--- src/rtl/booth_pkg.sv ---
// Shared types and helpers for the radix-4 Booth multiplier: FSM states, recoded digit, width/iteration math.
package booth_pkg;

    typedef enum logic [1:0] {
        ST_IDLE = 2'd0,
        ST_CALC = 2'd1,
        ST_DONE = 2'd2
    } state_t;

    // Digit value = zero ? 0 : (neg ? -1 : +1) * (two ? 2 : 1) * M
    typedef struct packed {
        logic zero;
        logic neg;
        logic two;
    } digit_t;

    function automatic digit_t booth_recode(input logic [2:0] win);
        digit_t d;
        d.zero = (win == 3'b000) || (win == 3'b111);
        d.neg  = win[2] && !d.zero;
        d.two  = (win == 3'b011) || (win == 3'b100);
        return d;
    endfunction

    function automatic int booth_width(input int n);
        return n + 2;
    endfunction

    // Unsigned needs one extra digit to consume the zero-extended top bits.
    function automatic int booth_iters(input int n, input bit uns);
        return uns ? (n / 2 + 1) : (n / 2);
    endfunction

endpackage

--- src/rtl/booth_r4_recoder.sv ---
// Combinational radix-4 Booth recoder: 3-bit window {q1, q0, q-1} to {zero, neg, two}; no latency, no flow control.
module booth_r4_recoder
    import booth_pkg::*;
(
    input  logic [2:0] i_win,
    output digit_t     o_digit
);

    assign o_digit = booth_recode(i_win);

endmodule

--- src/rtl/booth_radix4_multiplier.sv ---
// Radix-4 Booth multiplier (BOOTH_MUL_UNSIGNED_EN enables unsigned mode); valid after N/2+1 edges signed, N/2+2 unsigned.
// No backpressure: start is ignored while busy; valid is a one-cycle pulse and Y holds until the next result.
module booth_radix4_multiplier
    import booth_pkg::*;
#(
    parameter int NUMBER_OF_BITS = 8
) (
    input  logic                          clk,
    input  logic                          reset,
    input  logic                          start,
    input  logic                          sign_mode,
    input  logic [NUMBER_OF_BITS-1:0]     M,
    input  logic [NUMBER_OF_BITS-1:0]     Q,
    output logic [2*NUMBER_OF_BITS-1:0]   Y,
    output logic                          valid,
    output logic                          busy
);

    localparam int N  = NUMBER_OF_BITS;
    localparam int W  = booth_width(N);
    localparam int KS = booth_iters(N, 1'b0);
    localparam int KU = booth_iters(N, 1'b1);
    localparam int CW = $clog2(KU + 1);

    if ((N % 2) != 0 || N < 4) begin : g_bad_width
        $error("booth_radix4_multiplier: NUMBER_OF_BITS must be even and >= 4");
    end

    state_t           r_state;
    state_t           w_state_nxt;
    logic [CW-1:0]    r_cnt;
    logic [W:0]       r_acc;
    logic [W-1:0]     r_q;
    logic             r_qm1;
    logic [W-1:0]     r_m;
    logic [2*N-1:0]   r_y;
    logic             r_valid;

    logic             w_load;
    logic             w_step;
    logic             w_finish;
    logic [W-1:0]     w_m_ext;
    logic [W-1:0]     w_q_ext;
    logic [CW-1:0]    w_k;
    digit_t           w_dig;
    logic [W:0]       w_mult;
    logic [W:0]       w_addend;
    logic [W:0]       w_sum;
    logic [2*W+1:0]   w_shift;
    logic [2*W+1:0]   w_sh;
    logic [2*N-1:0]   w_prod;

    booth_r4_recoder u_recoder (
        .i_win   ({r_q[1:0], r_qm1}),
        .o_digit (w_dig)
    );

    assign w_mult   = w_dig.two ? {r_m, 1'b0} : {r_m[W-1], r_m};
    assign w_addend = w_dig.zero ? '0 : (w_dig.neg ? -w_mult : w_mult);
    assign w_sum    = r_acc + w_addend;
    assign w_shift  = {w_sum, r_q, r_qm1};
    assign w_sh     = $signed(w_shift) >>> 2;

    // After K shifts {acc, q} holds the product scaled by 2^(W-2K): 4 for signed, 1 for unsigned.
`ifdef BOOTH_MUL_UNSIGNED_EN
    logic r_uns;
    logic w_uns;

    assign w_uns   = ~sign_mode;
    assign w_m_ext = w_uns ? {2'b00, M} : {{2{M[N-1]}}, M};
    assign w_q_ext = w_uns ? {2'b00, Q} : {{2{Q[N-1]}}, Q};
    assign w_k     = w_uns ? CW'(KU) : CW'(KS);
    assign w_prod  = r_uns ? w_sh[2*N:1] : w_sh[2*N+2:3];

    always_ff @(posedge clk or negedge reset) begin
        if (!reset) begin
            r_uns <= 1'b0;
        end else if (w_load) begin
            r_uns <= w_uns;
        end
    end
`else
    logic w_unused_sign;

    assign w_unused_sign = sign_mode;
    assign w_m_ext       = {{2{M[N-1]}}, M};
    assign w_q_ext       = {{2{Q[N-1]}}, Q};
    assign w_k           = CW'(KS);
    assign w_prod        = w_sh[2*N+2:3];
`endif

    always_ff @(posedge clk or negedge reset) begin
        if (!reset) begin
            r_state <= ST_IDLE;
        end else begin
            r_state <= w_state_nxt;
        end
    end

    // The final iteration edge also writes Y, so a held start in DONE yields one result per K+1 cycles.
    always_comb begin
        w_state_nxt = r_state;
        w_load      = 1'b0;
        w_step      = 1'b0;
        w_finish    = 1'b0;
        case (r_state)
            ST_IDLE, ST_DONE: begin
                if (start) begin
                    w_load      = 1'b1;
                    w_state_nxt = ST_CALC;
                end else begin
                    w_state_nxt = ST_IDLE;
                end
            end
            ST_CALC: begin
                w_step = 1'b1;
                if (r_cnt == CW'(1)) begin
                    w_finish    = 1'b1;
                    w_state_nxt = ST_DONE;
                end
            end
            default: w_state_nxt = ST_IDLE;
        endcase
    end

    always_ff @(posedge clk or negedge reset) begin
        if (!reset) begin
            r_cnt <= '0;
            r_acc <= '0;
            r_q   <= '0;
            r_qm1 <= 1'b0;
            r_m   <= '0;
        end else if (w_load) begin
            r_cnt <= w_k;
            r_acc <= '0;
            r_q   <= w_q_ext;
            r_qm1 <= 1'b0;
            r_m   <= w_m_ext;
        end else if (w_step) begin
            r_cnt <= r_cnt - CW'(1);
            r_acc <= w_sh[2*W+1:W+1];
            r_q   <= w_sh[W:1];
            r_qm1 <= w_sh[0];
        end
    end

    always_ff @(posedge clk or negedge reset) begin
        if (!reset) begin
            r_y     <= '0;
            r_valid <= 1'b0;
        end else begin
            r_valid <= w_finish;
            if (w_finish) begin
                r_y <= w_prod;
            end
        end
    end

    assign Y     = r_y;
    assign valid = r_valid;
    assign busy  = (r_state == ST_CALC);

endmodule

--- config.mk ---
export PLATFORM = sky130hd
export DESIGN_NAME = booth_radix4_multiplier
export DESIGN_NICKNAME = d
export VERILOG_FILES = /design/src/rtl/booth_pkg.sv /design/src/rtl/booth_r4_recoder.sv /design/src/rtl/booth_radix4_multiplier.sv
export SDC_FILE = /design/constraint.sdc
export NUM_CORES = 1
export LEC_CHECK = 0
export BUFFER_PORTS_ARGS = -buffer_cell sky130_fd_sc_hd__buf_4
export CAP_MARGIN = 20
export CORE_MARGIN = 2
export CORE_UTILIZATION = 63
export CTS_CLUSTER_DIAMETER = 200
export CTS_CLUSTER_SIZE = 24
export DETAILED_ROUTE_END_ITERATION = 7
export GPL_ROUTABILITY_DRIVEN = 0
export HOLD_SLACK_MARGIN = 0.05
export PLACE_DENSITY = 0.85
export SLEW_MARGIN = 10
export SYNTH_ARGS = -nofsm -noshare
export SYNTH_HDL_FRONTEND = slang
export SYNTH_SLANG_ARGS = --single-unit
export TNS_END_PERCENT = 10
--- constraint.sdc ---
create_clock -name clk -period 10.5 [get_ports clk]
set_clock_uncertainty 0.2 [all_clocks]
set_input_delay 2.1 -clock clk [delete_from_list [all_inputs] [get_ports clk]]
set_output_delay 2.1 -clock clk [all_outputs]
set_load 0.01 [all_outputs]
==> results of run 1 <==
## worst max-delay path, stage by stage, from the launching register on
cell      delay (ns)
dfrtp_1         0.88
or3b_1          0.58
or2_4           0.31
a31o_2          0.29
nor3_2          0.25
mux2i_1         0.22
o211ai_1        0.12
ha_1            0.36
a21o_1          0.24
o41ai_1         0.52
o21ai_0         0.23
a21o_1          0.19
a32o_1          0.25
## registers in the layout, summed over array words and instances, names as in the netlist
signal	count
Y	16
r_q	10
r_acc	9
r_m	8
r_cnt	3
r_state	2
r_qm1	1
valid	1
## cells in the mapped netlist (5+ instances only)
| library cell | n | area share (%) |
|---|---|---|
| inv_1 | 12 | 1.5 |
| xnor2_1 | 8 | 2.3 |
| nand2_1 | 87 | 11 |
| ha_1 | 13 | 5.2 |
| a22o_1 | 7 | 2.0 |
| a22oi_1 | 6 | 1.5 |
| dfrtp_1 | 50 | 40 |
| a21o_1 | 5 | 1.2 |
| nor2b_1 | 6 | 1.2 |
| a21oi_1 | 17 | 2.7 |
| a31oi_1 | 5 | 1.0 |
| o21ai_0 | 25 | 4.0 |
| clkbuf_1 | 16 | 1.9 |
| nor2_1 | 21 | 2.5 |
| nand2b_1 | 6 | 1.2 |
| o211ai_1 | 5 | 1.2 |
| mux2_2 | 6 | 2.2 |
| o21a_1 | 5 | 1.2 |
| xor2_1 | 6 | 1.7 |
## through the flow
step           utilization [%]  cells  hold slack (ns)
6_report                  73.7    451            0.290
5_1_grt                   73.7    451            0.309
4_1_cts                   73.7    451            0.295
3_5_place_dp              71.2    443            0.268
3_3_place_gp              71.1    442            0.261
2_1_floorplan                -    362            0.246
## final cells by class
| class | count | share of cell area, % |
|---|---|---|
| well taps | 67 | 2.41 |
| repair buffers | 38 | 8.19 |
| flip-flops and latches | 50 | 35.9 |
| clock inverters | 3 | 1.40 |
| clock buffers | 5 | 1.98 |
| multi-input cells | 276 | 48.8 |
| inverters | 12 | 1.29 |
## cells by family after synthesis
logic type | share of synthesized area [%]
buffers and inverters | 4.84
XOR/XNOR | 3.95
flip-flops | 40.4
multiplexers | 2.82
adder cells (fa/ha/maj) | 5.89
AO/OA/AOI/OAI | 20.8
AND/OR/NAND/NOR | 21.3
## how the worst max path moves through the flow
stage | slack (ns) | to | startpoint | cells past startpoint
6_report | 5.74 | r_acc[9] | r_q[1] | 12
5_1_grt | 5.50 | r_acc[9] | r_q[1] | 12
4_1_cts | 5.81 | r_acc[9] | r_q[1] | 12
3_5_place_dp | 5.89 | r_acc[9] | r_q[1] | 12
3_3_place_gp | 5.89 | r_acc[9] | r_q[1] | 12
2_1_floorplan | 6.66 | r_acc[9] | r_q[0] | 17
## metal layers
| layer | up-vias | routed length, um | share of wire (%) | global-route usage [%] |
|---|---|---|---|---|
| met2 | 81 | 3430 | 48 | 44.7 |
| met1 | 1295 | 3170 | 45 | 40.7 |
| met5 | - | 0 | 0 | 0 |
| met4 | 0 | 141 | 2.0 | 9.09 |
| met3 | 15 | 353 | 5.0 | 4.88 |
| li1 | 1294 | - | - | - |
==> impl_metrics.csv, run 1 <==
group,metric,value,unit
timing,finalCriticalPeriod,4.76,ns
finish,nFillCells,377,
placed_design,port_buffers,36,
drt,drt_iter0_markers,300,
grt,grtUsageTotal,28.5,%
setup_path,required,10.50,ns
timing,rsz0062_at_grt,"false",
timing,max-slew-margin-rel,45.9,%
clocking,clk_latency,0.30,ns
hold_path,hold_path_class,"flip-flop to flip-flop",
clocking,postCtsSetupBuffers,0,
synth,syn_avg_cell_area,8.56,um2
synth,synth-seq-cells,50,
clocking,cts_tree,"done",
finish,diodes,0,
grt,grt_pass1_vias,2621,
die,core_area,0.00472,mm2
setup_path,endpoint_kind,"flip-flop",
synth,async_flop_share,100,%
synth,syn-instance-count,362,
die,num_io_pins,38,
hold_path,hold_end,"Y[0]",
hold_path,hold_start,"Y[0]",
drt,wirelength,7100,um
finish,nets,417,
drt,routedWlPerCell,15.7,um
hold_path,hold_depth,2,
run_status,status,"finished, final reports clean",
placed_design,dp_hpwl,4800,um
setup_path,r2r_end,"r_acc[9]",
finish,fin_area,0.00348,mm2
die,die_h,74.2,um
timing,fin_ws,5.74,ns
clocking,clkSinkCount,50,
timing,setup_violations,0,
synth,synth.distinct_cells,54,
grt,antenna_found_initial,0,
finish,layout-drive-gt1-share,15.6,%
clocking,hold_buffers,0,
grt,grt_start_max_net_pins,51,
setup_path,r2r-start,"r_q[1]",
timing,fmax,210,MHz
synth,seq_area_frac_synth,40.4,%
setup_path,r2r_setup_slack,5.74,ns
clocking,h-tree-depth,2,
timing,hold_violations,0,
finish,multi_input_comb_area,0.00170,mm2
clocking,cts_root_buffer,"clkbuf_8",
drt,ant_nets,0,
run,cap_violations,0,
timing,worst_pin_slew,0.812,ns
die,die_w,74.2,um
die,rows,25,
grt,overflow,0,
setup_path,r2r_cells,12,
die,die_area,0.00550,mm2
setup_path,worstPathArrival,4.75,ns
synth,syn_area,0.00310,mm2
clocking,path_clk_slew,0.10,ns
die,start_util,65.6,%
synth,synth_fp_nets,396,
drt,via_per_inst,5.95,
timing,slew_violations,0,
finish,area_growth,12.3,%
setup_path,worstPathMaxFanout,30,
drt,vias,2685,
timing,tns,0,ns
drt,drc_errors,0,
placed_design,preCtsSetupSlack,5.89,ns
setup_path,critPathKind,"flip-flop to flip-flop",
grt,grt_pass1_wl,12200,um
finish,final_common_cell,"nand2_1",
setup_path,critPathLaunchType,"flip-flop",
finish,final_cell_mix,"87 x nand2_1, 50 x dfrtp_1, 38 x buf_4, 25 x o21ai_0, 21 x nor2_1",
finish,ff_latch_area,0.00125,mm2
clocking,cts_buffers,5,
synth,yosys_warnings,0,
placed_design,dpl_cell_area,0.00336,mm2
synth,ys.flop_type,"dfrtp_1",
clocking,clock_path_buffers,2,
timing,timing.final.crit_share,45.3,%
clocking,cts_resized,0,
synth,synth_edf_count,0,
drt,drt_first_pass_iters,5,
Power of run 1 is not shown: default switching activity piles up to over one toggle a cycle in this logic, so the estimate is an artifact.
==> inputs of run 2 (changes only) <==
- CORE_UTILIZATION: 63 -> 53
- PLACE_DENSITY: 0.85 -> 0.76
- clock period: 10.5 -> 4.3 ns (I/O delays scaled with it)
==> impl_metrics.csv, run 2 (synthesized netlist as in run 1, its figures left out) <==
group,metric,value,unit
run_status,status,"finished, final reports clean",
clocking,clk_latency,0.30,ns
clocking,cts_resized,0,
clocking,postCtsSetupBuffers,0,
grt,grt_pass1_vias,2548,
die,rows,27,
clocking,clkSinkCount,50,
die,num_io_pins,38,
placed_design,dp_hpwl,5010,um
grt,grtUsageTotal,23.4,%
die,die_area,0.00648,mm2
grt,antenna_found_initial,0,
timing,worst_pin_slew,0.619,ns
clocking,clock_path_buffers,2,
setup_path,critPathLaunchType,"flip-flop",
clocking,hold_buffers,0,
grt,grt_pass1_wl,11800,um
drt,via_per_inst,5.78,
clocking,cts_buffers,5,
drt,wirelength,6990,um
finish,nets,424,
placed_design,port_buffers,36,
die,start_util,55.6,%
setup_path,crit_family,"compound AO/OA/AOI/OAI gates",
hold_path,hold_depth,2,
clocking,path_clk_slew,0.09,ns
finish,layout-drive-gt1-share,17.4,%
die,die_h,80.5,um
setup_path,cpPeakStageDelay,0.38,ns
finish,area_growth,14.3,%
timing,slew_violations,0,
setup_path,worstPathMaxFanout,28,
run,cap_violations,0,
timing,setup_violations,0,
setup_path,cpMostUsedCell,"a21o_1",
drt,ant_nets,0,
timing,hold_violations,0,
setup_path,path_cells,"buf_4 -> nand2_1 -> nor2_1 -> o221ai_1 -> nor3_2 -> mux2i_1 -> o211ai_1 -> ha_1 -> a21o_1 -> o41ai_2 -> o21ai_0 -> a21o_1 -> a32o_1",
timing,finalCriticalPeriod,3.94,ns
setup_path,r2r-start,"r_q[0]",
hold_path,hold_end,"Y[9]",
finish,diodes,0,
clocking,h-tree-depth,2,
finish,final_cell_mix,"87 x nand2_1, 50 x dfrtp_1, 45 x buf_4, 25 x o21ai_0, 21 x nor2_1",
setup_path,startpoint,"r_q[0]",
drt,vias,2678,
grt,overflow,0,
clocking,cts_tree,"done",
setup_path,cp.buffers_inverters,1,
drt,drc_errors,0,
timing,timing.final.crit_share,91.6,%
drt,drt_iter0_markers,184,
finish,final_common_cell,"nand2_1",
timing,tns,0,ns
die,die_w,80.5,um
setup_path,critPathKind,"flip-flop to flip-flop",
timing,fmax,254,MHz
setup_path,r2r_setup_slack,0.36,ns
clocking,cts_root_buffer,"clkbuf_8",
setup_path,r2r_cells,13,
drt,routedWlPerCell,15.1,um
setup_path,worstPathArrival,3.93,ns
setup_path,critPathSlowestCell,"o41ai_2",
hold_path,hold_start,"Y[9]",
timing,max-slew-margin-rel,58.7,%
die,core_area,0.00557,mm2
timing,rsz0062_at_grt,"false",
setup_path,endpoint_kind,"flip-flop",
hold_path,hold_path_class,"flip-flop to flip-flop",
grt,grt_start_max_net_pins,51,
finish,largest_reg_flops,16,
drt,drt_first_pass_iters,4,
setup_path,r2r_end,"r_acc[9]",
setup_path,required,4.30,ns
-- run 2: cell types whose count changed in the layout (fill, tap and decap cells not counted), sizes merged --
cell	before	now
clkinvlp	1	0
buf	38	45
clkinv	0	1
-- run 2: layer usage --
layer / share of wire [%] / track usage, % / vias to the layer above
li1: - / - / 1312
met1: 46 / 31.6 / 1298
met4: 1.2 / 8.47 / 0
met3: 4.5 / 3.48 / 7
met2: 48 / 38.3 / 61
met5: 0 / 0 / -
-- run 2: worst max path at each step --
| stage | cells past startpoint | to |
|---|---|---|
| 2_1_floorplan | 17 | r_acc[9] |
| 3_3_place_gp | 13 | r_acc[9] |
| 3_5_place_dp | 13 | r_acc[9] |
| 4_1_cts | 13 | r_acc[9] |
| 5_1_grt | 13 | r_acc[9] |
| 6_report | 13 | r_acc[9] |
-- run 2: layout make-up --
class	instances	area (um2)
inverter	12	45.0
tap	72	90.1
multi-input combinational	276	1710
sequential	50	1250
fill	494	2030
clock buffer	5	68.8
timing repair buffer	45	338
clock inverter	3	43.8
-- run 2: stage by stage --
step	hold slack [ns]	instances	area, um2	setup slack (ns)	util, %
floorplan	0.246	362	3100	0.458	-
global placement	0.261	455	3420	0.371	61.4
detailed placement	0.263	455	3420	0.291	61.4
CTS	0.294	463	3540	0.236	63.4
global route	0.310	463	3540	0.0570	63.6
finish	0.291	463	3540	0.363	63.6
-- run 2: worst min-delay path, stage by stage (launching register included) --
cell and delay (ns):
dfrtp_1 0.36, nand2_1 0.05, nand2_1 0.06
Power of run 2 is left out for the same reason.
==> inputs of run 3 (changes only) <==
- REMOVE_ABC_BUFFERS: not set -> 1
==> impl_metrics.csv, run 3 (synthesized netlist as in run 1, its figures left out) <==
group,metric,value,unit
run_status,status,"finished, final reports clean",
timing,slew_violations,0,
hold_path,hold_path_class,"flip-flop to flip-flop",
run,cap_violations,0,
grt,antenna_found_initial,0,
die,die_area,0.00648,mm2
placed_design,dp_hpwl,5000,um
die,start_util,55.6,%
die,rows,27,
setup_path,critPathLaunchType,"flip-flop",
finish,nets,425,
timing,timing.final.crit_share,93.2,%
clocking,hold_buffers,0,
setup_path,critPathSlowestCell,"dfrtp_2",
finish,stdcell_count,464,
die,die_h,80.5,um
grt,overflow,0,
setup_path,worstPathMaxFanout,21,
drt,drc_errors,0,
placed_design,port_buffers,36,
timing,hold_violations,0,
drt,highest_layer,"met4",
finish,area_growth,14.5,%
clocking,path_clk_slew,0.10,ns
clocking,cts_root_buffer,"clkbuf_8",
setup_path,cp.buffers_inverters,1,
drt,ant_nets,0,
grt,grt_start_max_net_pins,51,
finish,final_common_cell,"nand2_1",
finish,nFillCells,475,
finish,largest_reg_flops,16,
finish,diodes,0,
timing,fmax,250,MHz
setup_path,path_cells,"buf_4 -> nor3b_1 -> o21ai_0 -> a31o_2 -> nor3_2 -> mux2i_1 -> o211ai_1 -> ha_1 -> a21o_1 -> o41ai_2 -> o21ai_0 -> a21o_1 -> a32o_1",
timing,worst_pin_slew,0.677,ns
drt,vias,2657,
timing,max-slew-margin-rel,54.9,%
finish,layout-drive-gt1-share,17.6,%
clocking,clk_latency,0.30,ns
drt,via_per_inst,5.73,
drt,wl_met1,3290,um
setup_path,worstPathArrival,4.00,ns
timing,tns,0,ns
setup_path,required,4.29,ns
drt,drt_first_pass_iters,4,
die,die_w,80.5,um
drt,wirelength,7130,um
timing,setup_violations,0,
placed_design,dpl.cell_count,456,
die,num_io_pins,38,
clocking,cts_tree,"done",
clocking,clock_path_buffers,2,
clocking,postCtsSetupBuffers,0,
grt,grtUsageTotal,24.6,%
finish,final_cell_mix,"87 x nand2_1, 49 x dfrtp_1, 46 x buf_4, 25 x o21ai_0, 21 x nor2_1",
setup_path,critPathKind,"flip-flop to flip-flop",
grt,grt_pass1_wl,12500,um
drt,route.met2.wl,3440,um
drt,drt_iter0_markers,195,
clocking,clkSinkCount,50,
die,core_area,0.00557,mm2
grt,grt_pass1_vias,2579,
clocking,cts_buffers,5,
drt,routedWlPerCell,15.4,um
clocking,h-tree-depth,2,
setup_path,crit_family,"compound AO/OA/AOI/OAI gates",
timing,finalCriticalPeriod,4.01,ns
timing,rsz0062_at_grt,"false",
setup_path,endpoint_kind,"flip-flop",
drt,routed-wl-met3,354,um
setup_path,cpPeakStageDelay,0.45,ns
## run 3: metal layers
metal / track usage, % / vias up
li1: - / 1311
met1: 34.6 / 1268
met2: 40.3 / 72
met3: 3.82 / 6
met4: 5.08 / 0
met5: 0 / -
## run 3: layout make-up
type                       instances  area, um2  area share, %
clock buffer                       6       72.6           2.04
clock inverter                     2       37.5           1.06
inverter                          12       45.0           1.27
multi-input combinational        276       1710           48.1
sequential                        50       1250           35.3
tap                               72       90.1           2.54
timing repair buffer              46        345           9.73
## run 3: worst paths after layout
| check | from | end | slack (ns) | cells after the start |
|---|---|---|---|---|
| max | r_q[0] | r_acc[9] | 0.29 | 13 |
| min | Y[6] | Y[6] | 0.29 | 2 |
| max reg2reg | r_q[0] | r_acc[9] | 0.29 | 13 |
| min reg2reg | Y[6] | Y[6] | 0.29 | 2 |
| max in group asynchronous | reset | r_q[0] | 3.07 | 1 |
| min in group asynchronous | reset | valid | 0.37 | 1 |
## run 3: worst reg2reg max path, stage by stage (launching register included)
cell and delay (ns):
dfrtp_2 0.45, buf_4 0.25, nor3b_1 0.27, o21ai_0 0.21, a31o_2 0.33, nor3_2 0.27
mux2i_1 0.26, o211ai_1 0.12, ha_1 0.35, a21o_1 0.24, o41ai_2 0.36, o21ai_0 0.19
a21o_1 0.18, a32o_1 0.24
## run 3: metrics by stage
stage / hold slack (ns) / utilization [%] / worst slack, ns / instance area, um2
floorplan: 0.246 / - / 0.206 / 3000
global placement: 0.263 / 61.5 / 0.276 / 3430
detailed placement: 0.267 / 61.5 / 0.140 / 3430
CTS: 0.290 / 63.5 / 0.0953 / 3540
global route: 0.318 / 63.7 / 0.0155 / 3550
finish: 0.288 / 63.7 / 0.292 / 3550
## run 3: timing repair
action | in CTS | in global routing
gates resized for setup | 0 | 2
setup endpoints to repair | 0 | 2
endpoints found under the hold margin | 0 | 0
Power of run 3 is left out for the same reason.
